<file path="config.mk">
export PLATFORM = sky130hd
export DESIGN_NAME = boot_rst_seq
export DESIGN_NICKNAME = d
export VERILOG_FILES = /design/src/rtl/boot_rst_seq.sv
export SDC_FILE = /design/constraint.sdc
export NUM_CORES = 1
export LEC_CHECK = 0
export CAP_MARGIN = 20
export CORE_ASPECT_RATIO = 0.5
export CORE_MARGIN = 2
export CORE_UTILIZATION = 35
export CTS_CLUSTER_DIAMETER = 50
export CTS_CLUSTER_SIZE = 24
export DETAILED_ROUTE_END_ITERATION = 16
export PLACE_DENSITY_LB_ADDON = 0.2
export SETUP_SLACK_MARGIN = 0.15
export SLEW_MARGIN = 15
export SYNTH_ARGS = -nofsm -noshare
export SYNTH_HDL_FRONTEND = slang
export SYNTH_SLANG_ARGS = --single-unit
export TNS_END_PERCENT = 5
</file>
<file path="constraint.sdc">
create_clock -name clk -period 5.7 [get_ports clk]
set_clock_uncertainty 0.1 [all_clocks]
set_input_delay 1.425 -clock clk [delete_from_list [all_inputs] [get_ports clk]]
set_output_delay 1.425 -clock clk [all_outputs]
set_load 0.02 [all_outputs]
</file>
<file path="src/rtl/boot_rst_seq.sv">
`default_nettype none
// ============================================================================
// Module   : boot_rst_seq
// Purpose  : Power-on boot sequencer: lock wait, fabric reset, DMA preload,
//            CPU reset pulse, run, reboot and sticky error handling.
// Revision : 1.0 - initial release
// ============================================================================
module boot_rst_seq #(
   parameter int SYS_DLY    = 200,
   parameter int CPU_DLY    = 200,
   parameter int CPURST_LEN = 10,
   parameter int DMA_TMO    = 65535
) (
   input  logic clk,
   input  logic rstn,
   input  logic clk_locked,
   input  logic dma_done,
   input  logic reboot,
   output logic sys_rstn,
   output logic dma_start,
   output logic cpurst,
   output logic boot_done,
   output logic error
);

   localparam logic [2:0] LOCK     = 3'd0;
   localparam logic [2:0] SYS_WAIT = 3'd1;
   localparam logic [2:0] DMA_KICK = 3'd2;
   localparam logic [2:0] DMA_RUN  = 3'd3;
   localparam logic [2:0] CPU_WAIT = 3'd4;
   localparam logic [2:0] CPU_RST  = 3'd5;
   localparam logic [2:0] RUN      = 3'd6;
   localparam logic [2:0] ERR      = 3'd7;

   // A zero parameter behaves as 1, so the load value is max(P,1)-1.
   localparam logic [15:0] SYS_LD = 16'((SYS_DLY    > 1) ? SYS_DLY    - 1 : 0);
   localparam logic [15:0] CPU_LD = 16'((CPU_DLY    > 1) ? CPU_DLY    - 1 : 0);
   localparam logic [15:0] RST_LD = 16'((CPURST_LEN > 1) ? CPURST_LEN - 1 : 0);
   localparam logic [15:0] DMA_LD = 16'((DMA_TMO    > 1) ? DMA_TMO    - 1 : 0);

   logic [1:0]  rst_sync;
   logic [1:0]  lock_sync;
   logic        rst_ok;
   logic        lock;
   logic [2:0]  state;
   logic [2:0]  state_nxt;
   logic [15:0] cnt;
   logic [15:0] cnt_nxt;
   logic        sys_rstn_d;
   logic        dma_start_d;
   logic        cpurst_d;
   logic        boot_done_d;
   logic        error_d;

   always_ff @(posedge clk or negedge rstn) begin
      if (!rstn) begin
         rst_sync  <= 2'b00;
         lock_sync <= 2'b00;
      end else begin
         rst_sync  <= {rst_sync[0], 1'b1};
         lock_sync <= {lock_sync[0], clk_locked};
      end
   end

   assign rst_ok = rst_sync[1];
   assign lock   = lock_sync[1];

   always_ff @(posedge clk or negedge rstn) begin
      if (!rstn) begin
         state <= LOCK;
         cnt   <= 16'd0;
      end else begin
         state <= state_nxt;
         cnt   <= cnt_nxt;
      end
   end

   always_comb begin
      state_nxt = state;
      if (rst_ok) begin
         case (state)
            LOCK:     if (lock) state_nxt = SYS_WAIT;
            SYS_WAIT: if (!lock) state_nxt = ERR;
                      else if (cnt == 16'd0) state_nxt = DMA_KICK;
            DMA_KICK: state_nxt = lock ? DMA_RUN : ERR;
            // dma_done on the final count still wins over the timeout
            DMA_RUN:  if (!lock) state_nxt = ERR;
                      else if (dma_done) state_nxt = CPU_WAIT;
                      else if (cnt == 16'd0) state_nxt = ERR;
            CPU_WAIT: if (!lock) state_nxt = ERR;
                      else if (cnt == 16'd0) state_nxt = CPU_RST;
            CPU_RST:  if (!lock) state_nxt = ERR;
                      else if (cnt == 16'd0) state_nxt = RUN;
            RUN:      if (!lock) state_nxt = ERR;
                      else if (reboot) state_nxt = CPU_RST;
            default:  state_nxt = ERR;
         endcase
      end

      cnt_nxt = cnt;
      if (state_nxt != state) begin
         case (state_nxt)
            SYS_WAIT: cnt_nxt = SYS_LD;
            DMA_RUN:  cnt_nxt = DMA_LD;
            CPU_WAIT: cnt_nxt = CPU_LD;
            CPU_RST:  cnt_nxt = RST_LD;
            default:  cnt_nxt = 16'd0;
         endcase
      end else if (cnt != 16'd0) begin
         cnt_nxt = cnt - 16'd1;
      end
   end

   always_comb begin
      sys_rstn_d  = !(state_nxt == LOCK || state_nxt == SYS_WAIT || state_nxt == ERR);
      dma_start_d = (state_nxt == DMA_KICK);
      cpurst_d    = (state_nxt == LOCK || state_nxt == CPU_RST || state_nxt == ERR);
      boot_done_d = (state_nxt == RUN);
      error_d     = (state_nxt == ERR);
   end

   always_ff @(posedge clk or negedge rstn) begin
      if (!rstn) begin
         sys_rstn  <= 1'b0;
         dma_start <= 1'b0;
         cpurst    <= 1'b1;
         boot_done <= 1'b0;
         error     <= 1'b0;
      end else begin
         sys_rstn  <= sys_rstn_d;
         dma_start <= dma_start_d;
         cpurst    <= cpurst_d;
         boot_done <= boot_done_d;
         error     <= error_d;
      end
   end

endmodule
`default_nettype wire

</file>
Yosys cells after proc, flatten, opt, wreduce, memory -nomap -nowiden. Index checks and enable logic that the tools add are counted.

Add/sub/neg operators: 1. Eq/ne operators: 14. Multiplexer cells: 18. Reduce and logical (&&, ||, !) cells: 11.

Operators with widths (number): $pmux 16 s3 (1); $mux 3 (14); $mux 16 (2); $eq 3x3->1 const B (7); $pmux 3 s7 (1); $logic_not 16->1 (1); $reduce_bool 16->1 (1); $sub 16x1->16 const B (1); $eq 3x2->1 const B (4); $eq 3x1->1 const B (2); $logic_not 3->1 (2); $logic_or 1x1->1 (4); $ne 3x3->1 (1); $reduce_bool 2->1 (1); $reduce_or 2->1 (1); $logic_not 1->1 (1).

Register bits: 28. Bits of input ports: 5. Output and inout bits: 5. Word-level logic and storage cells: 53.

Depth between registers and ports, before layout.
Depth in word-level cells: 10. Mapped depth: 10. Gate-level depth less buffers: 10.

Least setup slack after synthesis. No wires, ideal clock.

Path kind: input -> register. Start: input port dma_done. End: register cnt[15]. Setup time: 0.077 ns. Data arrival time: 2.911 ns. Required time: 5.523 ns. Slack: 2.612 ns. Cell stages on the path: 8. Path buffers: 1. Cell sequence: a21oi_1 o22ai_1 mux2_4 a211oi_2 nor3_2 or4_4 buf_6 o21ai_1.

Longest elaborated chain between the ends: 8. Elaborated cells between the ends (all ways): 13. Those cells by class: eq/ne: 5; mux: 6; reduce/logical: 2.

RTL lines: from (decl) (RTL line 17) `input logic dma_done,`; $mux 3 (*) (RTL line 88) `else if (dma_done) state_nxt = CPU_WAIT;`; $mux 3 (*) (RTL line 87) `DMA_RUN: if (!lock) state_nxt = ERR;`; $pmux 3 s7 (*) (RTL line 81) `case (state)`; $mux 3 (*) (RTL line 80) `if (rst_ok) begin`; $eq 3x1->1 / $eq 3x3->1 (equally long branches) (RTL line 102) `case (state_nxt)`; $reduce_or 2->1 (no line); $pmux 16 s3 (RTL line 102); $mux 16 (RTL line 101) `if (state_nxt != state) begin`; to (signal assigned) (RTL line 74) `cnt <= cnt_nxt;`; to (decl) (RTL line 47) `logic [15:0] cnt;`.

Mark *: on every way between the ends. The rest lies on a longest branch, timed or not. A chain may end at the register's enable or synchronous reset.

Worst setup path after layout.
Start: input port dma_done. End: register cnt[7].

Same word-level chain as after synthesis.

==> results_dict.tcl <==
set metrics [dict create \
    switching_share_pct 41.9 \
    cts_resized 0 \
    yosysUniqueCellTypes 54 \
    timing.final.setup_violations 0 \
    max_cap_viol_count 0 \
    n_antenna_cell 0 \
    p_sw_uw 373 \
    p_total_uw 890 \
    area_delta_synth_final_pct 10.7 \
    first_pass_iters 4 \
    r2r_start "cnt[0]$_DFFE_PN0P_" \
    fin_setup_tns_ns 0 \
    grt-ovfl-total 0 \
    ant_nets 0 \
    tightest_slew_ns 0.714 \
    nets 172 \
    slowest_stage "clkdlybuf4s50_1" \
    via_per_inst 5.10 \
    cp-start-kind "input pin" \
    p_int_uw 517 \
    clock_path_buffers 2 \
    grt_pass1_vias 1071 \
    drt_iter0_markers 58 \
    clockPowerShare_pct 13.9 \
    fmax_mhz 279 \
    layout_common_cells "dfrtp_1, nor2_1, nand2_1" \
    synth_edf_count 0 \
    start_util_pct 36.7 \
    rows 17 \
    max_stage_delay_ns 0.50 \
    synthesis.area_mm2 0.00163 \
    post_cts_buffers 0 \
    drt-total-wl_um 3050 \
    final_common_cell "dfrtp_1" \
    pwr-share-comb_pct 47.3 \
    synthCells 158 \
    drc_errors 0 \
    core_region_area_mm2 0.00445 \
    grt_usage_pct 13.5 \
    hp-class "flip-flop to flip-flop" \
    path_cells "clkdlybuf4s50_1, a21oi_1, o22ai_1, mux2_4, a211oi_2, nor2_1, nand3_1, o21ai_0" \
    cpLargestDelayFamily "compound AO/OA/AOI/OAI gates" \
    die_y_um 52.3 \
    run_status "finished clean" \
    hold_start "rst_sync[0]$_DFF_PN0_" \
    fp.dieW_um 101 \
    hpwl_um 2140 \
    cts.reportedPaths.clkPinSlew_ns 0.10 \
    ys_seq_area_share_pct 43.1 \
    place.gp.congestion 0.797 \
    ir_drop_mv 0.169 \
    root_buffer "clkbuf_8" \
    fin_crit_sh_pct 62.9 \
    grt_start_max_net_pins 29 \
    crit_path_max_fanout 13 \
    cts_tree "yes" \
    finalHoldViolations 0 \
    crit_required_ns 5.72 \
    ys_ff_latch 28 \
    critPathBufInv 1 \
    crit_type "input pin to flip-flop" \
    fin_util_pct 40.6 \
    powerDensity_mw_per_mm2 493 \
    grt_pass1_wl_um 5360 \
    fin_crit_ns 3.59 \
    async_reset_ff_share_pct 100 \
    synth_ff_type "dfrtp_1" \
    synthesis.nets 164 \
    max_slew_margin_pct 52.3 \
    yosysWarnings 0 \
    h-tree-depth 1 \
    syn_avg_cell_area_um2 10.3 \
    drive_gt1_share_pct 18.2 \
    rsz0062_at_grt "no" \
    end_kind "flip-flop" \
    numPortBuffers 9 \
    num_io_pins 10 \
    hold_buffers 0 \
    critPathLaunch "dma_done" \
    clock-sinks 28 \
    fillers 438 \
    maxSlewViolCount 0 \
    post_drt_wl_per_cell_um 13.7 \
    clk_latency_ns 0.28 \
    die_area_mm2 0.00525 \
    cp.arrival_ns 3.60 \
    num_vias 1133 \
    antenna_found_initial 0 \
    p_leak_nw 0.739 \
    p_seq_share_pct 38.8 \
    cts_buffers 3 \
]
area by class of cell:
| cell class | instances | area, um^2 | area share [%] |
|---|---|---|---|
| Multi-Input combinational cell | 115 | 850 | 47.1 |
| Sequential cell | 28 | 702 | 38.9 |
| Timing Repair Buffer | 10 | 97.6 | 5.41 |
| Tap cell | 57 | 71.3 | 3.95 |
| Clock buffer | 4 | 55.1 | 3.05 |
| Inverter | 8 | 30.0 | 1.66 |
worst paths after layout:
path	to	slack [ns]	cells past startpoint
setup / recovery	cnt[7]$_DFFE_PN0P_	2.11	8
hold / removal	rst_sync[1]$_DFF_PN0_	0.26	0
setup reg to reg	cnt[7]$_DFFE_PN0P_	2.67	9
hold reg to reg	rst_sync[1]$_DFF_PN0_	0.26	0
max in group asynchronous	cpurst$_DFF_PN1_	3.78	2
min in group asynchronous	cnt[13]$_DFFE_PN0P_	1.41	2
power by group through the flow:
stage | Combinational (mW) | Clock, mW | Sequential [mW]
floorplan | 0.343 | 0 | 0.334
global placement | 0.418 | 0 | 0.348
detailed placement | 0.422 | 0 | 0.349
CTS | 0.424 | 0.130 | 0.345
global route | 0.470 | 0.139 | 0.358
finish | 0.421 | 0.124 | 0.346
synth_stat cells (3+ instances only):
library cell	number	area [um^2]
a21oi_1	3	15.0
dfrtp_1	27	676
inv_1	8	30.0
nand2_1	13	48.8
nor2_1	13	48.8
nor3_1	6	30.0
nor4_1	3	18.8
o21ai_0	7	35.0
o21ai_2	9	78.8
xnor2_1	9	78.8
xor2_1	6	52.6
state kept, by name (all words and copies together) (netlist names):
name	count
error	1
lock_sync	2
cpurst	1
boot_done	1
state	3
rst_sync	2
cnt	16
dma_start	1
sys_rstn	1
kinds of logic (layout without fill, tap and decap cells):
group	count (synthesis)	after routing	synth area share, %
AOI/OAI and AO/OA	38	38	18.8
adders and majority gates	1	1	0.767
xor gates and xnor gates	15	15	8.06
muxes	1	1	0.921
DFF	28	28	43.1
other	1	1	0.230
buffers and inverters	15	22	4.83
and+or+nand+nor	59	59	23.3
per-layer routing:
metal / routed length (um) / track usage (%) / up-vias / part of all wire, %
met5: 0 / 0 / - / 0
met4: 28 / 4.11 / 0 / 0.92
met3: 142 / 3.60 / 2 / 4.7
met2: 1220 / 18.5 / 24 / 40
met1: 1660 / 20.4 / 528 / 54
li1: - / - / 579 / -
stage by stage:
stage                     hold slack [ns]  area (um^2)  setup slack, ns  std cells
final                               0.257         1810             2.11        222
after global routing                0.282         1810             2.02        222
after CTS                           0.258         1810             2.14        222
after detailed placement            0.235         1750             1.86        218
after global placement              0.232         1750             1.91        218
after floorplan                     0.231         1630             2.61        158
No activity file was read; power rests on OpenSTA's default activity.
